<file path="config.mk">
export PLATFORM = sky130hd
export DESIGN_NAME = fetch_unit_flat
export DESIGN_NICKNAME = d
export VERILOG_FILES = /design/src/rtl/proc_pkg.sv /design/src/rtl/fetch_unit_if.sv /design/src/rtl/sign_extend.sv /design/src/rtl/fetch_unit.sv /design/src/flat_wrapper.sv
export SDC_FILE = /design/constraint.sdc
export NUM_CORES = 1
export LEC_CHECK = 0
export CAP_MARGIN = 20
export CORE_MARGIN = 1
export CORE_UTILIZATION = 42
export CTS_BUF_LIST = sky130_fd_sc_hd__clkbuf_8
export CTS_CLUSTER_SIZE = 12
export DETAILED_ROUTE_END_ITERATION = 8
export PLACE_DENSITY = 0.93
export SLEW_MARGIN = 20
export SYNTH_ARGS = -nofsm -noshare
export SYNTH_HDL_FRONTEND = slang
export SYNTH_SLANG_ARGS = --single-unit
</file>
<file path="constraint.sdc">
create_clock -name clk -period 3.93 [get_ports clk]
set_input_delay 0.393 -clock clk [delete_from_list [all_inputs] [get_ports clk]]
set_output_delay 0.393 -clock clk [all_outputs]
set_load 0.005 [all_outputs]
</file>
<file path="src/rtl/proc_pkg.sv">
`default_nettype none
// ============================================================================
// Module      : proc_pkg
// Description : Shared types and instruction field layout for the 16-bit core.
// Revision    : 1.0 - initial release
// ============================================================================
package proc_pkg;

    localparam int WORD_W = 16;

    localparam int OPC_HI = 15;
    localparam int OPC_LO = 12;
    localparam int REG_HI = 11;
    localparam int REG_LO = 8;
    localparam int IMM_HI = 7;
    localparam int IMM_LO = 0;

    typedef enum logic [1:0] {
        ST_IDLE    = 2'd0,
        ST_FETCH   = 2'd1,
        ST_DISCARD = 2'd2,
        ST_HOLD    = 2'd3
    } state_e;

endpackage
`default_nettype wire

</file>
<file path="src/rtl/fetch_unit_if.sv">
`default_nettype none
// ============================================================================
// Module      : fetch_unit_if
// Description : Memory port, decode handshake and redirect bundle of the fetch stage.
// Revision    : 1.0 - initial release
// ============================================================================
interface fetch_unit_if;
    import proc_pkg::*;

    logic                  mem_req;
    logic [WORD_W-1:0]     mem_addr;
    logic                  mem_ack;
    logic [WORD_W-1:0]     mem_rdata;
    logic                  instr_valid;
    logic                  instr_taken;
    logic                  redirect;
    logic [WORD_W-1:0]     redirect_pc;
    logic [WORD_W-1:0]     instr;
    logic [OPC_HI-OPC_LO:0] opcode;
    logic [REG_HI-REG_LO:0] reg_fld;
    logic [IMM_HI-IMM_LO:0] imm8;
    logic [WORD_W-1:0]     imm_ext;
    logic [WORD_W-1:0]     instr_pc;

    modport master (
        output mem_req, mem_addr, instr_valid, instr, opcode, reg_fld, imm8, imm_ext, instr_pc,
        input  mem_ack, mem_rdata, instr_taken, redirect, redirect_pc
    );

    modport slave (
        input  mem_req, mem_addr, instr_valid, instr, opcode, reg_fld, imm8, imm_ext, instr_pc,
        output mem_ack, mem_rdata, instr_taken, redirect, redirect_pc
    );

endinterface
`default_nettype wire

</file>
<file path="src/rtl/sign_extend.sv">
`default_nettype none
// ============================================================================
// Module      : sign_extend
// Description : Replicates the MSB of an IN_W-bit value up to OUT_W bits.
// Revision    : 1.0 - initial release
// ============================================================================
module sign_extend #(
    parameter int IN_W  = 8,
    parameter int OUT_W = 16
) (
    input  logic [IN_W-1:0]  i_data,
    output logic [OUT_W-1:0] o_data
);

    assign o_data = {{(OUT_W-IN_W){i_data[IN_W-1]}}, i_data};

endmodule
`default_nettype wire

</file>
<file path="src/rtl/fetch_unit.sv">
`default_nettype none
// ============================================================================
// Module      : fetch_unit
// Description : PC, req/ack instruction read, instruction register and field split.
// Revision    : 1.0 - initial release
// ============================================================================
module fetch_unit
    import proc_pkg::*;
#(
    parameter logic [WORD_W-1:0] RESET_PC = 16'h0000
) (
    input  logic           clk,
    input  logic           rst_n,
    fetch_unit_if.master   bus
);

    state_e            r_state;
    state_e            w_state_nxt;
    logic [WORD_W-1:0] r_pc;
    logic [WORD_W-1:0] w_pc_nxt;
    logic [WORD_W-1:0] r_ir;
    logic [WORD_W-1:0] w_ir_nxt;
    logic [WORD_W-1:0] r_instr_pc;
    logic [WORD_W-1:0] w_instr_pc_nxt;
    logic [WORD_W-1:0] w_pc_inc;

    assign w_pc_inc = r_pc + 16'd1;

    always_ff @(posedge clk or negedge rst_n) begin
        if (!rst_n) begin
            r_state    <= ST_IDLE;
            r_pc       <= RESET_PC;
            r_ir       <= '0;
            r_instr_pc <= '0;
        end else begin
            r_state    <= w_state_nxt;
            r_pc       <= w_pc_nxt;
            r_ir       <= w_ir_nxt;
            r_instr_pc <= w_instr_pc_nxt;
        end
    end

    // A redirect always beats a same-cycle ack: the returned word belongs to the old path.
    always_comb begin
        w_state_nxt    = r_state;
        w_pc_nxt       = r_pc;
        w_ir_nxt       = r_ir;
        w_instr_pc_nxt = r_instr_pc;
        case (r_state)
            ST_IDLE: begin
                w_state_nxt = ST_FETCH;
            end
            ST_FETCH: begin
                if (bus.redirect) begin
                    w_pc_nxt    = bus.redirect_pc;
                    w_state_nxt = bus.mem_ack ? ST_FETCH : ST_DISCARD;
                end else if (bus.mem_ack) begin
                    w_ir_nxt       = bus.mem_rdata;
                    w_instr_pc_nxt = r_pc;
                    w_pc_nxt       = w_pc_inc;
                    w_state_nxt    = ST_HOLD;
                end
            end
            ST_DISCARD: begin
                if (bus.redirect) begin
                    w_pc_nxt = bus.redirect_pc;
                end
                if (bus.mem_ack) begin
                    w_state_nxt = ST_FETCH;
                end
            end
            ST_HOLD: begin
                if (bus.redirect) begin
                    w_pc_nxt    = bus.redirect_pc;
                    w_state_nxt = ST_FETCH;
                end else if (bus.instr_taken) begin
                    w_state_nxt = ST_FETCH;
                end
            end
            default: begin
                w_state_nxt = ST_IDLE;
            end
        endcase
    end

    assign bus.mem_req     = (r_state == ST_FETCH) || (r_state == ST_DISCARD);
    assign bus.instr_valid = (r_state == ST_HOLD);
    assign bus.mem_addr    = r_pc;

    assign bus.instr    = r_ir;
    assign bus.opcode   = r_ir[OPC_HI:OPC_LO];
    assign bus.reg_fld  = r_ir[REG_HI:REG_LO];
    assign bus.imm8     = r_ir[IMM_HI:IMM_LO];
    assign bus.instr_pc = r_instr_pc;

    sign_extend #(
        .IN_W  (IMM_HI-IMM_LO+1),
        .OUT_W (WORD_W)
    ) u_sign_extend (
        .i_data (r_ir[IMM_HI:IMM_LO]),
        .o_data (bus.imm_ext)
    );

endmodule
`default_nettype wire

</file>
<file path="src/flat_wrapper.sv">
// flat-port wrapper written by rule: the top's interface ports become plain ports
module fetch_unit_flat import proc_pkg::*;
#(
    parameter logic [WORD_W-1:0] RESET_PC = 16'h0000
)
  (clk, rst_n, bus_mem_req, bus_mem_addr, bus_instr_valid, bus_instr, bus_opcode, bus_reg_fld, bus_imm8, bus_imm_ext, bus_instr_pc, bus_mem_ack, bus_mem_rdata, bus_instr_taken, bus_redirect, bus_redirect_pc);
  fetch_unit_if bus_i ();
  input  logic clk;
  input  logic rst_n;
  output wire logic [$bits(bus_i.mem_req)-1:0] bus_mem_req;
  output wire logic [$bits(bus_i.mem_addr)-1:0] bus_mem_addr;
  output wire logic [$bits(bus_i.instr_valid)-1:0] bus_instr_valid;
  output wire logic [$bits(bus_i.instr)-1:0] bus_instr;
  output wire logic [$bits(bus_i.opcode)-1:0] bus_opcode;
  output wire logic [$bits(bus_i.reg_fld)-1:0] bus_reg_fld;
  output wire logic [$bits(bus_i.imm8)-1:0] bus_imm8;
  output wire logic [$bits(bus_i.imm_ext)-1:0] bus_imm_ext;
  output wire logic [$bits(bus_i.instr_pc)-1:0] bus_instr_pc;
  input wire logic [$bits(bus_i.mem_ack)-1:0] bus_mem_ack;
  input wire logic [$bits(bus_i.mem_rdata)-1:0] bus_mem_rdata;
  input wire logic [$bits(bus_i.instr_taken)-1:0] bus_instr_taken;
  input wire logic [$bits(bus_i.redirect)-1:0] bus_redirect;
  input wire logic [$bits(bus_i.redirect_pc)-1:0] bus_redirect_pc;
  assign bus_mem_req = bus_i.mem_req;
  assign bus_mem_addr = bus_i.mem_addr;
  assign bus_instr_valid = bus_i.instr_valid;
  assign bus_instr = bus_i.instr;
  assign bus_opcode = bus_i.opcode;
  assign bus_reg_fld = bus_i.reg_fld;
  assign bus_imm8 = bus_i.imm8;
  assign bus_imm_ext = bus_i.imm_ext;
  assign bus_instr_pc = bus_i.instr_pc;
  assign bus_i.mem_ack = bus_mem_ack;
  assign bus_i.mem_rdata = bus_mem_rdata;
  assign bus_i.instr_taken = bus_instr_taken;
  assign bus_i.redirect = bus_redirect;
  assign bus_i.redirect_pc = bus_redirect_pc;
  fetch_unit #(.RESET_PC(RESET_PC)) u_core (.clk(clk), .rst_n(rst_n), .bus(bus_i));
endmodule
</file>
# [After elaboration in Yosys (flattened, before gate mapping)]
# Index checks and enable logic that the tools add are counted.
[totals] ff_bits=50 latch_bits=0 ram_bits=0 romBits=0 inputBits=37 out_inout_bits=82 memories=0
[op_classes] n_addsub=1 n_mul=0 div=0 order_cmp=0 eq_ne=7 shifts=0 n_mux=11 n_bitwise=1 n_reduce_logical=7
[op_table] cell="$mux 16" count=3
[op_table] cell="$pmux 16 s2" count=1
[op_table] cell="$add 16x1->16 const B" count=1
[op_table] cell="$mux 2" count=6
[op_table] cell="$reduce_and 3->1" count=3
[op_table] cell="$pmux 2 s4" count=1
[op_table] cell="$eq 2x2->1 const B" count=2
[op_table] cell="$ne 3x1->1 const B" count=1
[op_table] cell="$ne 3x3->1 const B" count=1
[op_table] cell="$eq 2x1->1 const B" count=1
[op_table] cell="$logic_not 2->1" count=1
[op_table] cell="$ne 2x1->1 const B" count=1
[op_table] cell="$ne 2x2->1 const B" count=1
[op_table] cell="$reduce_bool 2->1" count=1
[op_table] cell="$reduce_or 2->1" count=1
[op_table] cell="$logic_or 1x1->1" count=1
[op_table] cell="$not 1->1" count=1

# [Longest topological paths before layout]
# Gate-level depths: netlist of the first run.
[depth] word_depth=4 depth_mapped=8

# [Cells and area by module]
# Synthesis of the first run repeated with hierarchy kept, for this count alone.
[hier_totals] cells_unflattened=250 area_unflattened_um2=2608.8
[by_module_without_submodules] mod="fetch_unit" instances=1 cells_per_inst=234 area_each_um2=2488.6
[by_module_without_submodules] mod="sign_extend" instances=1 cells_per_inst=16 area_each_um2=120.1

# [Least setup slack after synthesis of the first run]
# Ideal clock, no wire load.
[synth_timing] kind="reg2reg" startpoint="register u_core.r_state[1]" endpoint="register u_core.r_pc[15], in the netlist u_core.bus.mem_addr[15]" t_arrival_ns=1.736 path_slack_ns=2.123 stages_incl_launch_ff=8 n_path_buf=1 cell_sequence="dfrtp_1 -> inv_1 -> ha_1 -> nor3b_1 -> or2_1 -> clkbuf_1 -> or4_1 -> nand4_1"
[synth_between] elab_chain_len=4 elab_cells_between_ends=9 classes_between="eq/ne (5); mux (1); reduce/logical (3)"
[synth_lines] item="start: declaration" line_no="fetch_unit.sv:17" source="state_e r_state;"
[synth_lines] item="start signal: assignment" line_no="fetch_unit.sv:36" source="r_state <= w_state_nxt;"
[synth_lines] item="$eq 2x2->1" line_no="fetch_unit.sv:49" source="case (r_state)"
[synth_lines] item="$reduce_or 2->1 (no line)"
[synth_lines] item="$ne 2x1->1 (no line) or $reduce_bool 2->1 (tied branches)"
[synth_lines] item="$reduce_and 3->1 (no line)"
[synth_lines] item="end signal: assignment" line_no="fetch_unit.sv:37" source="r_pc <= w_pc_nxt;"
[synth_lines] item="end: declaration" line_no="fetch_unit.sv:19" source="logic [WORD_W-1:0] r_pc;"
# Several ways; a longest one is shown, not always the timed one.
# A chain may end at the register's enable or synchronous reset.

# [Worst setup path after layout of the first run]
[layout_timing] startpoint="input bus_redirect" endpoint="register u_core.r_pc[10], in the netlist u_core.bus.mem_addr[10]"
[layout_between] elab_chain_len=2 elab_cells_between_ends=5 classes_between="eq/ne (2); mux (2); reduce/logical (1)"
[layout_lines] item="start: declaration" line_no="flat_wrapper.sv:22" source="input wire logic [$bits(bus_i.redirect)-1:0] bus_redirect;"
[layout_lines] item="$ne 3x3->1 (no line), or another cell as far along"
[layout_lines] item="$reduce_and 3->1 (no line) or $pmux 16 s2 (tied branches)"
# Several ways; a longest one is shown, not always the timed one.

==> results of run 1 <==
power by group through the flow:
stage | logic [µW] | clock network, µW | registers [µW]
global route | 1810 | 399 | 1090
global placement | 1600 | 0 | 1030
detailed placement | 1650 | 0 | 1050
CTS | 1670 | 380 | 1040
floorplan | 876 | 0 | 1010
finish | 1660 | 371 | 1040
logic make-up (layout without fill, tap and decap cells):
group	count (synthesis)	after routing
AOI/OAI and AO/OA	49	49
adders and majority gates	4	4
buffers and inverters	54	135
DFF	50	50
muxes	33	33
and+or+nand+nor	50	50
sequential cells by signal, summed over array words and instances (netlist names):
signal,flops
u_core.bus.instr,16
u_core.r_state,2
u_core.bus.mem_addr,16
u_core.bus.instr_pc,16
cells in the mapped netlist, drive strengths merged, types with 3 or more instances:
library cell | number | share of area (%)
mux2 | 31 | 13
and4 | 3 | 1.0
nand3 | 7 | 1.4
a21oi | 16 | 3.1
dfrtp | 50 | 48
nand2 | 17 | 2.5
nand4 | 9 | 2.2
clkbuf | 7 | 1.0
ha | 4 | 1.9
a2bb2oi | 12 | 4.1
o22ai | 8 | 1.9
o21ai | 10 | 1.9
buf | 41 | 11
inv | 6 | 0.87
final cells by class:
type                            count  share of cell area, %
Clock buffer                        5                   1.86
Clock inverter                      3                   1.29
Inverter                            6                  0.609
Multi-Input combinational cell    136                   27.4
Sequential cell                    50                   33.9
Tap cell                           75                   2.54
Timing Repair Buffer              121                   32.5
stage by stage:
step	hold WS [ps]	std cells	worst slack [ps]	cell area, µm²	total power [µW]
global placement	471	387	1390	3570	2630
global route	136	396	1530	3700	3300
finish	92.6	396	1700	3700	3070
floorplan	97.4	240	2120	2590	1890
CTS	315	395	1670	3690	3090
detailed placement	482	387	1360	3570	2710
how the worst min path moves through the flow:
| stage | from | endpoint | slack, ps | cells after the start |
|---|---|---|---|---|
| after floorplan | rst_n | u_core.bus.instr[0]$_DFFE_PN0P_ | 100 | 0 |
| after CTS | rst_n | u_core.bus.instr[4]$_DFFE_PN0P_ | 310 | 1 |
| after global routing | rst_n | u_core.bus.instr[4]$_DFFE_PN0P_ | 140 | 1 |
| after detailed placement | u_core.bus.instr_pc[9]$_DFFE_PN0P_ | u_core.bus.instr_pc[9]$_DFFE_PN0P_ | 480 | 2 |
| final | rst_n | u_core.bus.instr[14]$_DFFE_PN0P_ | 90 | 1 |
| after global placement | u_core.bus.instr_pc[9]$_DFFE_PN0P_ | u_core.bus.instr_pc[9]$_DFFE_PN0P_ | 470 | 2 |
critical path: stages:
cell and delay, ps:
clkdlybuf4s50_1 570, nor3_4 660, buf_4 360, nand3_1 170, o22ai_1 180, a2bb2oi_1 90
layer usage:
metal  wire, µm  global-route usage, %  share of wire (%)
met5          0                      0                  0
met3        522                   4.55                8.2
met2       3190                   36.4                 50
met1       2550                   23.5                 40
met4        126                   6.96                2.0
==> impl_metrics.tcl, run 1 <==
set metrics [dict create \
    grt_first_pass_wirelength_um 9980 \
    cts_tree "done" \
    synth_flop_cell "dfrtp_1" \
    drcViolationCount 0 \
    place.gp.congestion 0.833 \
    finalHoldViolCount 0 \
    htreeDepth 2 \
    final_common_cell "clkdlybuf4s50_1" \
    slew_viol_final 0 \
    ios 119 \
    ir_drop_mv 0.405 \
    fin_util_pct 62.4 \
    start_kind "primary input" \
    postRouteAntennaNets 0 \
    fmax_mhz 447 \
    synth-xor-area-share_pct 0 \
    drt_iter0_drc 91 \
    cp.arrival_ps 2440 \
    ys_seq_area_share_pct 48.3 \
    crit_fanout 22 \
    final_cell_mix "117 x clkdlybuf4s50_1, 50 x dfrtp_1, 31 x mux2_2" \
    routed_wirelength_um 6390 \
    syn_nets 281 \
    final-setup-viol-count 0 \
    syn_to_final_growth_pct 42.6 \
    r2r-start "u_core.r_state[1]$_DFFE_PN0P_" \
    numPortBuffers 118 \
    drt_first_pass_iters 4 \
    grt_pass1_vias 2024 \
    synth_area_um2 2590 \
    cts_resized 0 \
    startpoint "bus_redirect" \
    drive_gt1_share_pct 13.7 \
    die_w_um 80.6 \
    swShare_pct 33.2 \
    start_util_pct 43.8 \
    root_buffer "clkbuf_8" \
    fin_crit_sh_pct 56.9 \
    p_clk_share_pct 12.1 \
    diodes 0 \
    reg2reg_slack_ps 1710 \
    relSlewSlack_pct 53.3 \
    p_per_area_nw_per_um2 832 \
    die_y_um 80.6 \
    fillers 481 \
    fin_setup_tns_ps 0 \
    hp-class "in -> async" \
    endpoint "u_core.bus.mem_addr[10]$_DFFE_PN0P_" \
    grt-ovfl-total 0 \
    cts_inserted_buffers 5 \
    cap_violations 0 \
    grtUsageTotal_pct 20.2 \
    async_reset_ff_share_pct 100 \
    synth_mux_area_share_pct 14.2 \
    cts_hold_buf 0 \
    vias 2131 \
    reg2reg_to "u_core.bus.mem_addr[10]$_DFFE_PN0P_" \
    switchingPower_uw 1020 \
    path_class "in -> reg" \
    yosysWarningCount 0 \
    wire_per_inst_um 16.1 \
    ys_ff_latch 50 \
    cts_sinks 50 \
    dp_hpwl_um 4620 \
    vias_per_cell 5.38 \
    die_area_um2 6490 \
    layout.nets 361 \
    core-area_um2 5920 \
    clockBufferDepth 2 \
    p_leak_uw 0.00149 \
    syn_inst 240 \
    ff_latch_area_um2 1250 \
    p_comb_share_pct 54.0 \
    seq_power_share_pct 33.9 \
    multi_input_area_um2 1010 \
    ys_types 29 \
    rows 28 \
    grt_antenna_before_repair 0 \
    cts_setup_buffers 0 \
    syn_avg_cell_area_um2 10.8 \
    clk_pin_slew_worst_paths_ps 100 \
    cp.required_ps 4130 \
    synth-compound-area-share_pct 11.9 \
    status "finished, final reports clean" \
    synth_fa_ha_area_share_pct 1.93 \
    max_slew.worst_pin.slew_ps 699 \
    rsz0062_at_grt "false" \
    min_period_ps 2230 \
    synth_edf_count 0 \
    fin_skew_ps 12.7 \
    grt_max_degree 51 \
    synth_top_family_by_area "multiplexers" \
    p_int_uw 2050 \
    clk_latency_ps 310 \
    ff2ff_path_depth 6 \
    cp-end-kind "register" \
    synth-simple-area-share_pct 10.7 \
]
No activity file was read; power rests on OpenSTA's default activity.
==> inputs of run 2 (changes only) <==
--- a/config.mk
+++ b/config.mk
@@ -7,11 +7,11 @@
 export LEC_CHECK = 0
 export CAP_MARGIN = 20
 export CORE_MARGIN = 1
-export CORE_UTILIZATION = 42
+export CORE_UTILIZATION = 39
 export CTS_BUF_LIST = sky130_fd_sc_hd__clkbuf_8
 export CTS_CLUSTER_SIZE = 12
 export DETAILED_ROUTE_END_ITERATION = 8
-export PLACE_DENSITY = 0.93
+export PLACE_DENSITY = 0.91
 export SLEW_MARGIN = 20
 export SYNTH_ARGS = -nofsm -noshare
 export SYNTH_HDL_FRONTEND = slang
==> constraint.sdc (replaced) <==
create_clock -name clk -period 1.8 [get_ports clk]
set_input_delay 0.18 -clock clk [delete_from_list [all_inputs] [get_ports clk]]
set_output_delay 0.18 -clock clk [all_outputs]
set_load 0.005 [all_outputs]
==> impl_metrics.tcl, run 2 (same netlist as run 1, synthesis figures left out) <==
set metrics [dict create \
    core-area_um2 6390 \
    root_buffer "clkbuf_8" \
    grt_max_degree 24 \
    endpoint "u_core.bus.mem_addr[14]$_DFFE_PN0P_" \
    fin_skew_ps 6.84 \
    grt_pass1_vias 2211 \
    final_common_cell "clkdlybuf4s50_1" \
    critical_path.n_buffers_inverters 3 \
    crit_slowest_cell "dfrtp_1" \
    relSlewSlack_pct 71.9 \
    p_comb_share_pct 59.0 \
    drive_gt1_share_pct 20.0 \
    cts_sinks 50 \
    place.gp.congestion 0.824 \
    path_cells "buf_4 > ha_2 > nor3_4 > buf_4 > buf_12 > nand3_1 > o22ai_1 > a2bb2oi_1" \
    drcViolationCount 0 \
    ff2ff_path_depth 8 \
    top_layer "met4" \
    fin_total_pwr_uw 6950 \
    clk_pin_slew_worst_paths_ps 90 \
    place_area_um2 3730 \
    fmax_mhz 556 \
    wirelength_met1_um 2630 \
    postLayoutCellArea_um2 3930 \
    crit_fanout 7 \
    pre_cts_ws_ps -435 \
    drt_first_pass_iters 4 \
    die_y_um 83.5 \
    syn_to_final_growth_pct 51.6 \
    reg2reg_slack_ps 0.5 \
    routed_wirelength_um 6720 \
    worst_slack_ps 0.510 \
    rows 29 \
    die_area_um2 6980 \
    start_kind "register" \
    diodes 0 \
    ios 119 \
    min_period_ps 1800 \
    ir_drop_mv 0.916 \
    clockBufferDepth 2 \
    numPortBuffers 118 \
    grt-ovfl-total 0 \
    clk_latency_ps 300 \
    p_leak_uw 0.00162 \
    r2r-start "u_core.r_state[0]$_DFFE_PN0P_" \
    startpoint "u_core.r_state[0]$_DFFE_PN0P_" \
    die_w_um 83.5 \
    start_util_pct 40.6 \
    wl_met3_um 508 \
    cp.required_ps 1970 \
    cp.depth 8 \
    dp_hpwl_um 4810 \
    final_cell_mix "116 x clkdlybuf4s50_1, 50 x dfrtp_1, 31 x mux2_2" \
    fin_setup_tns_ps 0 \
    p_clk_share_pct 9.6 \
    max_slew.worst_pin.slew_ps 421 \
    status "finished, final reports clean" \
    swShare_pct 32.9 \
    hp-class "in -> async" \
    reg2reg_to "u_core.bus.mem_addr[14]$_DFFE_PN0P_" \
    grt_antenna_before_repair 0 \
    cp.arrival_ps 1970 \
    vias 2248 \
    grt_first_pass_wirelength_um 10600 \
    grtUsageTotal_pct 19.0 \
    slew_viol_final 0 \
    switchingPower_uw 2280 \
    cp-end-kind "register" \
    p_int_uw 4670 \
    postRouteAntennaNets 0 \
    fin_util_pct 61.5 \
    final-setup-viol-count 0 \
    vias_per_cell 5.33 \
    wire_per_inst_um 15.9 \
    wl_met2_um 3490 \
    cts_tree "done" \
    cts_inserted_buffers 5 \
    crit_family "buffers and inverters" \
    fin_crit_sh_pct 100 \
    finalHoldViolCount 0 \
    path_class "reg -> reg" \
    seq_power_share_pct 31.4 \
    drt_iter0_drc 61 \
    layout.nets 385 \
    critPathMaxStageDelay_ps 390 \
    cap_violations 0 \
    htreeDepth 2 \
    path_common_cell "buf_4" \
    p_per_area_nw_per_um2 1770 \
]
[run 2: changes by cell type in the layout (fill, tap and decap cells not counted), sizes merged]
cell / delta
bufinv: -1
clkbuf: +2
dlygate4sd3: +1
buf: +22
dlygate4sd2: +1
clkdlybuf4s50: -1
[run 2: final cells by class]
| type | instances | area (µm²) |
|---|---|---|
| flip-flops and latches | 50 | 1250 |
| well taps | 77 | 96.3 |
| repair buffers | 145 | 1440 |
| clock inverters | 2 | 8.76 |
| inverters | 6 | 22.5 |
| fillers | 520 | 2460 |
| clock buffers | 6 | 82.6 |
| multi-input cells | 136 | 1030 |
[run 2: worst min path at each step]
stage,start,endpoint,slack [ps],depth (start not counted)
final,rst_n,u_core.bus.instr_pc[2]$_DFFE_PN0P_,330,2
after global routing,rst_n,u_core.bus.instr_pc[2]$_DFFE_PN0P_,380,2
after CTS,rst_n,u_core.bus.instr_pc[12]$_DFFE_PN0P_,350,2
after detailed placement,rst_n,u_core.bus.instr_pc[6]$_DFFE_PN0P_,140,1
after global placement,rst_n,u_core.bus.instr_pc[7]$_DFFE_PN0P_,140,1
after floorplan,rst_n,u_core.bus.instr[0]$_DFFE_PN0P_,-120,0
[run 2: power by group through the flow]
stage               clock, µW  combinational (µW)  sequential [µW]
floorplan                   0                1920             2210
global placement            0                3830             2160
detailed placement          0                3950             2210
CTS                       690                4030             2190
global route              731                4390             2280
finish                    667                4100             2180
[run 2: routing by layer]
metal | GRT usage [%] | vias to the layer above
met5 | 0 | -
met4 | 7.40 | 0
met3 | 3.46 | 13
met2 | 33.8 | 125
met1 | 22.6 | 1083
li1 | - | 1027
[run 2: what timing repair did]
| item | CTS | global route |
|---|---|---|
| pin swaps | 1 | 1 |
| setup endpoints to repair | 17 | 14 |
| buffers inserted | 3 | 2 |
| endpoints found under the hold margin | 16 | 0 |
| hold buffers | 1 | 0 |
| gates cloned | 0 | 1 |
| gates resized for setup | 4 | 4 |
[run 2: per-stage QoR]
step,hold WS (ps),std cells
2_1_floorplan,-116,240
3_3_place_gp,136,407
3_5_place_dp,142,407
4_1_cts,350,419
5_1_grt,377,422
6_report,334,422
